## src/rtl/eth_irq_coalesce_unit.sv

```systemverilog
// Per-channel interrupt coalescing: each channel raises pending once an event-count
// threshold is reached or a timeout expires after the first event, until software clears it.
module eth_irq_coalesce_unit #(
  parameter int channels_p    = 2,
  parameter int count_width_p = 8,
  parameter int timer_width_p = 16,
  localparam int chan_w_lp    = (channels_p > 1) ? $clog2(channels_p) : 1
) (
  input  logic                      clk_i,
  input  logic                      reset_n_i,
  input  logic [channels_p-1:0]     event_v_i,
  input  logic                      cfg_v_i,
  input  logic [chan_w_lp-1:0]      cfg_chan_i,
  input  logic                      cfg_enable_i,
  input  logic [count_width_p-1:0]  cfg_threshold_i,
  input  logic [timer_width_p-1:0]  cfg_timeout_i,
  input  logic                      clear_v_i,
  input  logic [chan_w_lp-1:0]      clear_chan_i,
  input  logic                      rd_v_i,
  input  logic [chan_w_lp-1:0]      rd_chan_i,
  output logic [count_width_p-1:0]  rd_count_o,
  output logic                      rd_v_o,
  output logic [channels_p-1:0]     pending_o,
  output logic                      irq_o,
  output logic [2*channels_p-1:0]   dbg_state_o
);

  // Debug encoding on dbg_state_o: 0 = IDLE, 1 = ACCUM, 2 = PEND (two bits per channel).
  typedef enum logic [1:0] {
    IDLE  = 2'd0,
    ACCUM = 2'd1,
    PEND  = 2'd2
  } state_t;

  logic [count_width_p-1:0] count_w [channels_p];
  logic [channels_p-1:0]    pend_d;

  logic [count_width_p-1:0] rd_count_q;
  logic                     rd_v_q;
  logic [channels_p-1:0]    pending_q;
  logic                     irq_q;

  for (genvar g = 0; g < channels_p; g++) begin : g_chan
    state_t                   state_q, state_d, base_state;
    logic [count_width_p-1:0] count_q, count_d, base_count, count_inc;
    logic [count_width_p-1:0] thr_q, thr_d, thr_eff;
    logic [timer_width_p-1:0] timer_q, timer_d, base_timer;
    logic [timer_width_p-1:0] tmo_q, tmo_d;
    logic                     en_q, en_d;
    logic                     clr_hit, cfg_hit, ev_hit, thr_hit, tmo_hit;

    always_comb begin
      clr_hit    = clear_v_i && (clear_chan_i == chan_w_lp'(g));
      cfg_hit    = cfg_v_i && (cfg_chan_i == chan_w_lp'(g));
      ev_hit     = event_v_i[g] && en_q;
      thr_eff    = (thr_q == '0) ? count_width_p'(1) : thr_q;
      // A clear is applied before any same-cycle event, so the event restarts accumulation.
      base_state = clr_hit ? IDLE : state_q;
      base_count = clr_hit ? '0 : count_q;
      base_timer = clr_hit ? '0 : timer_q;
      count_inc  = (&base_count) ? base_count : base_count + count_width_p'(1);
      thr_hit    = ev_hit && (count_inc >= thr_eff);
      tmo_hit    = (tmo_q != '0) && (base_timer == tmo_q);

      state_d = base_state;
      count_d = ev_hit ? count_inc : base_count;
      timer_d = base_timer;
      en_d    = en_q;
      thr_d   = thr_q;
      tmo_d   = tmo_q;

      case (base_state)
        IDLE: begin
          if (ev_hit) begin
            state_d = thr_hit ? PEND : ACCUM;
            timer_d = '0;
          end
        end
        ACCUM: begin
          if (thr_hit || tmo_hit) state_d = PEND;
          else                    timer_d = base_timer + timer_width_p'(1);
        end
        default: ;
      endcase

      // Disabling wins over everything else; the new settings govern the next cycle.
      if (cfg_hit) begin
        en_d  = cfg_enable_i;
        thr_d = cfg_threshold_i;
        tmo_d = cfg_timeout_i;
        if (!cfg_enable_i) begin
          state_d = IDLE;
          count_d = '0;
          timer_d = '0;
        end
      end
    end

    always_ff @(posedge clk_i or negedge reset_n_i) begin
      if (!reset_n_i) begin
        state_q <= IDLE;
        count_q <= '0;
        timer_q <= '0;
        en_q    <= 1'b0;
        thr_q   <= count_width_p'(1);
        tmo_q   <= '0;
      end else begin
        state_q <= state_d;
        count_q <= count_d;
        timer_q <= timer_d;
        en_q    <= en_d;
        thr_q   <= thr_d;
        tmo_q   <= tmo_d;
      end
    end

    assign count_w[g]            = count_q;
    assign pend_d[g]             = (state_d == PEND);
    assign dbg_state_o[2*g +: 2] = state_q;
  end

  always_ff @(posedge clk_i or negedge reset_n_i) begin
    if (!reset_n_i) begin
      rd_count_q <= '0;
      rd_v_q     <= 1'b0;
      pending_q  <= '0;
      irq_q      <= 1'b0;
    end else begin
      rd_v_q    <= rd_v_i;
      pending_q <= pend_d;
      irq_q     <= |pend_d;
      if (rd_v_i) rd_count_q <= count_w[rd_chan_i];
    end
  end

  assign rd_count_o = rd_count_q;
  assign rd_v_o     = rd_v_q;
  assign pending_o  = pending_q;
  assign irq_o      = irq_q;

endmodule

```

## config.mk

```make
export PLATFORM = sky130hd
export DESIGN_NAME = eth_irq_coalesce_unit
export DESIGN_NICKNAME = d
export VERILOG_FILES = /design/src/rtl/eth_irq_coalesce_unit.sv
export SDC_FILE = /design/constraint.sdc
export NUM_CORES = 1
export LEC_CHECK = 0
export BUFFER_PORTS_ARGS = -buffer_cell sky130_fd_sc_hd__buf_4
export CAP_MARGIN = 10
export CORE_UTILIZATION = 30
export CTS_BUF_LIST = sky130_fd_sc_hd__clkbuf_4 sky130_fd_sc_hd__clkbuf_8
export DETAILED_ROUTE_END_ITERATION = 8
export GPL_TIMING_DRIVEN = 0
export PLACE_DENSITY = 0.55
export SLEW_MARGIN = 20
export SYNTH_ARGS = -nofsm -noshare
export SYNTH_HDL_FRONTEND = slang
export SYNTH_SLANG_ARGS = --single-unit
```

## constraint.sdc

```tcl
create_clock -name clk_i -period 4.32 [get_ports clk_i]
set_input_delay 0.864 -clock clk_i [delete_from_list [all_inputs] [get_ports clk_i]]
set_output_delay 0.864 -clock clk_i [all_outputs]
set_load 0.01 [all_outputs]
```

==> results of run 1 <==
[flip-flops by register name (all words and copies together), names as in the netlist]
signal and count:
g_chan.count_q 16, g_chan.en_q 2, g_chan.state_q 4, g_chan.thr_q 16
g_chan.timer_q 32, g_chan.tmo_q 32, irq_o 1, pending_o 2
rd_count_o 8, rd_v_o 1
[critical path: stages]
cell and delay (ps):
buf_6 100, nand2b_4 190, clkbuf_16 160, nand2_4 50, inv_4 70, ha_4 130, and3_4 180, nand4_1 160
nor2_4 200, buf_6 120, mux2_4 310, ha_4 220, a21oi_2 140, o21ai_2 70, a221oi_2 230, buf_4 170
nor2_4 50, or4_4 520, or4_1 510, nand3_1 100
[power groups by stage]
stage | logic [uW] | clock network, uW | registers [uW]
global route | 716 | 1160 | 1300
detailed placement | 599 | 0 | 1310
floorplan | 409 | 0 | 1270
CTS | 617 | 1110 | 1280
finish | 644 | 1090 | 1280
global placement | 588 | 0 | 1300
[final cells by class]
cell class	instances	area, sq um	share of cell area, %
multi-input cells	587	4040	47.0
flip-flops and latches	114	2860	33.2
repair buffers	73	587	6.82
well taps	285	357	4.14
plain buffers	42	246	2.87
clock buffers	17	234	2.72
clock inverters	15	184	2.14
inverters	25	96.3	1.12
[Yosys cell counts, drive strengths merged, types with 7 or more instances]
| cell | n |
|---|---|
| a31oi | 26 |
| xnor2 | 21 |
| dfrtp | 112 |
| nand3 | 27 |
| and2 | 15 |
| nor4bb | 12 |
| buf | 12 |
| a21oi | 38 |
| nor3 | 9 |
| and3 | 15 |
| ha | 20 |
| nand4 | 17 |
| o211ai | 10 |
| nor4 | 13 |
| nand2 | 79 |
| nand2b | 7 |
| o21ai | 51 |
| clkbuf | 33 |
| inv | 25 |
| mux2i | 14 |
| or4 | 10 |
| nor2 | 81 |
| mux2 | 47 |
[layer usage]
layer / up-vias / GRT usage, % / wire, microns
met2: 186 / 26.3 / 8930
met3: 30 / 3.17 / 961
li1: 2999 / - / -
met4: 0 / 6.55 / 388
met5: - / 0 / 0
met1: 2992 / 24.9 / 9710
[how the worst max path moves through the flow]
stage / start / to / slack, ps / cells past startpoint
after global routing: clear_chan_i / g_chan[0].timer_q[11] / -20 / 20
after global placement: clear_v_i / g_chan[1].timer_q[15] / -960 / 21
after floorplan: clear_chan_i / g_chan[0].timer_q[11] / -140 / 20
after detailed placement: clear_v_i / g_chan[1].timer_q[12] / -920 / 22
after CTS: clear_chan_i / g_chan[0].timer_q[13] / 20 / 21
final: clear_chan_i / g_chan[0].timer_q[11] / 110 / 20
[metrics by stage]
stage	hold slack, ps	util (%)
floorplan	479	-
global placement	493	34.6
detailed placement	501	34.8
CTS	369	37.2
global route	409	37.9
finish	366	37.9
[timing repair]
| item | CTS | global route |
|---|---|---|
| pin swaps | 10 | 15 |
| hold buffers | 0 | 0 |
| endpoints found under the setup margin | 27 | 26 |
| endpoints found under the hold margin | 0 | 0 |
| resized for setup | 15 | 17 |
| setup buffers | 9 | 14 |
[cell families after synthesis]
kind of cell / Yosys count / synth area share, %
flops: 114 / 40.9
buf+inv: 70 / 4.05
compound gates: 175 / 16.1
mux: 61 / 9.59
fa+ha+maj: 20 / 3.58
xor+xnor: 26 / 3.26
simple gates: 305 / 22.6
==> results.md, run 1 <==
* Final Critical Period at approximately 4200 ps
* Vias in the first global route at 5929
* Rows at between 50 and 60
* Vias at 6207
* Pleak at 0.00370 uW
* Reg-to-reg endpoint: g_chan[0].timer_q[11]
* WL/cell at around 17 microns
* Dpl cell area at around 7900 sq um
* Worst Path Required at 4710 ps
* Max frequency at approximately 240 MHz
* Final Cycle Share at slightly below 100%
* Async S/R FF share, synth at 100%
* Final Wtd Congestion at 0.852
* DRT antenna net count at 0
* Seq/Total Area, Yosys at 40.9%
* Maximum root-to-sink buffer count at 2
* Synth warn at 0
* TritonCTS clock tree: yes
* Post-Syn Instances at 771
* Placed instance count at 1106
* Net Sw Frac at 32.3%
* Critical Path Fanout Max at 8
* Global-route wire length before repair at 32.6 mm
* Largest net degree at the start of global routing at 62
* Share of layout cells above drive strength 1 at 23.8%
* Mapped Nets at 826
* Synth Flop Type: dfrtp_1
* Routed WL at 20.0 mm
* Clock power share at 36.1%
* #FFs+latches synth at 114
* HPWL after detailed placement at 14.5 mm
* TritonRoute pass-1 iters at 5
* Synth area leader: dfrtp_1
* Post-route cell area at 8600 sq um
* Worst setup path class: in -> reg
* Sequential cell fraction of total power at a little over two fifths
* Worst skew pair latency at between 400 and 500 ps
* Tot Pwr at 3020 uW
* Port-buffer cells at between 40 and 50
* Final nets at between 900 and 1000
* Netlist Area Pre-Place at 6980 sq um
* Num CTS Buffers at 17
* RR Startpoint: g_chan[0].count_q[1]
* Final setup viols at 0
* Die Y at 155 microns
* Worst vdd ir at 0.183 mV
* Relative slew margins at 32.3%
* Net Sw Power at 974 uW
* DIE WIDTH at roughly 150 microns
* Post-synth top area share at 40.1%
* # DRC at 0
* # IOs at 51
* Yosys cell types at 65
* Core area at 22700 sq um
* Reg2Reg Depth at 17
* Drt initial violations at 428
* Initial antenna violation count at 0
* Comb pwr share at between 20% and 30%
* Layout Skew at 16.0 ps
* Worst setup EP type: register
* Vias/cell at 5.36
* Final Non-Filler Cells at 1158
* Power density cells at between 300 and 400 nW/um^2
* Status: finished, final reports clean
* Most common cell after layout, fill and taps aside: dfrtp_1
* Clock Tree Root: clkbuf_8
* Worst R2R Setup Slack at about 460 ps
* Max-cap viol count at 0
* Starting Density at 30.7%
* Clk sinks at 114
* Slew Viols, Final at 0
* Avg Inst Size Synth at approximately 9 sq um
* FILL cells at between 2000 and 2500
* Reg clk slew, reported paths at 80 ps
* Final Hold Vio Count at 0
* Worst-Margin Slew at 1010 ps
* Crit start category: input port
* Post-synth EDFFs at 0
* Dpl ws at -920 ps
* H-tree Lvls at 4
* Area grow syn2layout at 23.2%
* Gr ovfl total at 0
* WP data arrival at around 4600 ps
* Most frequent cells in the layout: dfrtp_1 (112), nor2_1 (78), nand2_1 (75)
* Antenna cells at 0
* Int Pwr at 2040 uW
* Die area at 23900 sq um
* Final WS setup at 105 ps
* Synth top area cells: dfrtp_1 (40%), mux2_2 (7.6%), nor2_1 (4.4%)
* Global Route Usage Sum at about 17%
* HP Class: in -> async
* TNS Setup at 0 ps
No activity file was read; power rests on OpenSTA's default activity.
==> inputs of run 2 (changes only) <==
CORE_UTILIZATION = 45   (was 30)
PLACE_DENSITY = 0.72   (was 0.55)
==> run 2 against run 1 <==
  * Die area shrank 33%
  * Clock power about the same
  * Cell count fell by 8.9%
  * Largest power group unchanged
  * Setup slack got worse by 28 ps
==> results.md, run 2 (synthesized netlist as in run 1, its figures left out) <==
* Status: finished, final reports clean
* Num CTS Buffers at 17
* Vias at 6332
* Most common cell after layout, fill and taps aside: dfrtp_1
* Worst Path Required at roughly 4700 ps
* Reg-to-reg endpoint: g_chan[0].timer_q[15]
* Worst skew pair latency at 450 ps
* Antenna cells at 0
* Core area at 15100 sq um
* Routed WL at 18.4 mm
* TritonCTS clock tree: yes
* Global-route wire length before repair at about 30 mm
* # DRC at 0
* Clock Tree Root: clkbuf_8
* Layout Skew at around 13 ps
* Int Pwr at between 2000 and 2500 uW
* Vias in the first global route at a little under 6000
* Gr ovfl total at 0
* Critical Path Fanout Max at 8
* Relative slew margins at 25.3%
* Slew Viols, Final at 0
* Drt initial violations at 515
* Final setup viols at 0
* Final Critical Period at 4240 ps
* Area grow syn2layout at 20.6%
* Maximum root-to-sink buffer count at 2
* Vias/cell at 6.00
* Final WS setup at 76.9 ps
* Die area at 16000 sq um
* HP Class: in -> async
* RR Startpoint: g_chan[0].count_q[1]
* Clk sinks at 114
* Sequential cell fraction of total power at a little over two fifths
* HPWL after detailed placement at 13.2 mm
* Max frequency at 236 MHz
* Reg clk slew, reported paths at approximately 70 ps
* Rows at 45
* Max-cap viol count at 0
* Clock power share at 35.7%
* Unrepaired setup endpoints after global routing: yes
* Crit start category: input port
* Final Cycle Share at 98.2%
* Worst R2R Setup Slack at around 380 ps
* Net Sw Frac at 29.6%
* Initial antenna violation count at 0
* Final Wtd Congestion at 0.909
* Worst setup EP type: register
* Pleak at approximately 0.0037 uW
* Starting Density at a little under half
* WP data arrival at approximately 4600 ps
* TNS Setup at 0 ps
* Net Sw Power at 877 uW
* Port-buffer cells at between 40 and 50
* # IOs at approximately 50
* Dpl ws at -872 ps
* Worst setup path class: in -> reg
* TritonRoute pass-1 iters at 5
* Die Y at 127 microns
* Comb pwr share at 21.0%
* Global Route Usage Sum at about a quarter
* Worst-Margin Slew at 1110 ps
* Most frequent cells in the layout: dfrtp_1 (112), nor2_1 (77), nand2_1 (76)
* Share of layout cells above drive strength 1 at 23.6%
* Final nets at 911
* DRT antenna net count at 0
* Worst vdd ir at 0.208 mV
* Final Hold Vio Count at 0
* DIE WIDTH at 127 microns
* Reg2Reg Depth at 17
* Largest registers: g_chan.timer_q (32), g_chan.tmo_q (32)
* H-tree Lvls at 4
* Largest net degree at the start of global routing at 63
* Power density cells at 352 nW/um^2
* WL/cell at about 17 microns
[run 2: cell count changes in the layout (fill, tap and decap cells not counted), moves of 2 or more]
cell | previous run | this run
buf_6 | 7 | 4
clkbuf_4 | 0 | 2
o21ai_1 | 9 | 7
clkbuf_8 | 17 | 26
clkinvlp_4 | 3 | 0
clkinv_4 | 5 | 0
inv_6 | 2 | 0
[run 2: power by group through the flow]
| stage | logic (uW) | clock network [uW] | registers [uW] |
|---|---|---|---|
| final | 621 | 1060 | 1280 |
| after global routing | 692 | 1120 | 1300 |
| after CTS | 612 | 1070 | 1280 |
| after detailed placement | 596 | 0 | 1300 |
| after global placement | 577 | 0 | 1300 |
| after floorplan | 409 | 0 | 1270 |
[run 2: through the flow]
| step | utilization, % | hold WS (ps) | cell area [sq um] | std cells | total power (uW) |
|---|---|---|---|---|---|
| after floorplan | - | 479 | 7140 | 771 | 1680 |
| after global placement | 51.1 | 489 | 7740 | 1008 | 1870 |
| after detailed placement | 51.3 | 505 | 7770 | 1009 | 1900 |
| after CTS | 55.0 | 420 | 8330 | 1049 | 2960 |
| after global routing | 55.6 | 456 | 8420 | 1055 | 3120 |
| final | 55.6 | 407 | 8420 | 1055 | 2960 |
[run 2: layer usage]
layer	vias to the layer above	wire [microns]	track usage (%)
met5	-	0	0
met4	0	342	9.28
met3	31	1080	4.72
met2	216	8420	37.5
met1	3094	8600	34.1
li1	2991	-	-
[run 2: critical path: stages]
cell and delay [ps]:
buf_8 90, nand2b_4 170, clkbuf_16 150, nand2_4 50, inv_4 70, ha_4 130, and3_4 180, nand4_1 180
buf_4 210, buf_4 130, o211ai_1 190, o21ai_2 110, ha_1 320, o2111a_1 150, a221oi_2 280, buf_4 190
nor2_4 60, or4_4 580, o211a_1 240, a211o_1 220
[run 2: area by class of cell]
type / instances / area, sq um
multi-input cells: 587 / 4040
repair buffers: 70 / 561
clock inverters: 4 / 70.1
fillers: 1353 / 6730
well taps: 188 / 235
inverters: 25 / 96.3
plain buffers: 41 / 219
clock buffers: 26 / 345
flip-flops and latches: 114 / 2860
[run 2: how the worst max path moves through the flow]
stage	start	end
2_1_floorplan	clear_chan_i	g_chan[0].timer_q[11]
3_3_place_gp	clear_v_i	g_chan[1].timer_q[15]
3_5_place_dp	clear_chan_i	g_chan[0].timer_q[13]
4_1_cts	clear_chan_i	g_chan[0].timer_q[13]
5_1_grt	clear_chan_i	g_chan[0].timer_q[15]
6_report	clear_chan_i	g_chan[0].timer_q[15]
[run 2: timing repair]
item / CTS / global route
buffers inserted: 12 / 8
hold buffers: 0 / 0
pin swaps: 9 / 17
endpoints found under the setup margin: 30 / 31
gates cloned: 0 / 0
resized for setup: 13 / 17
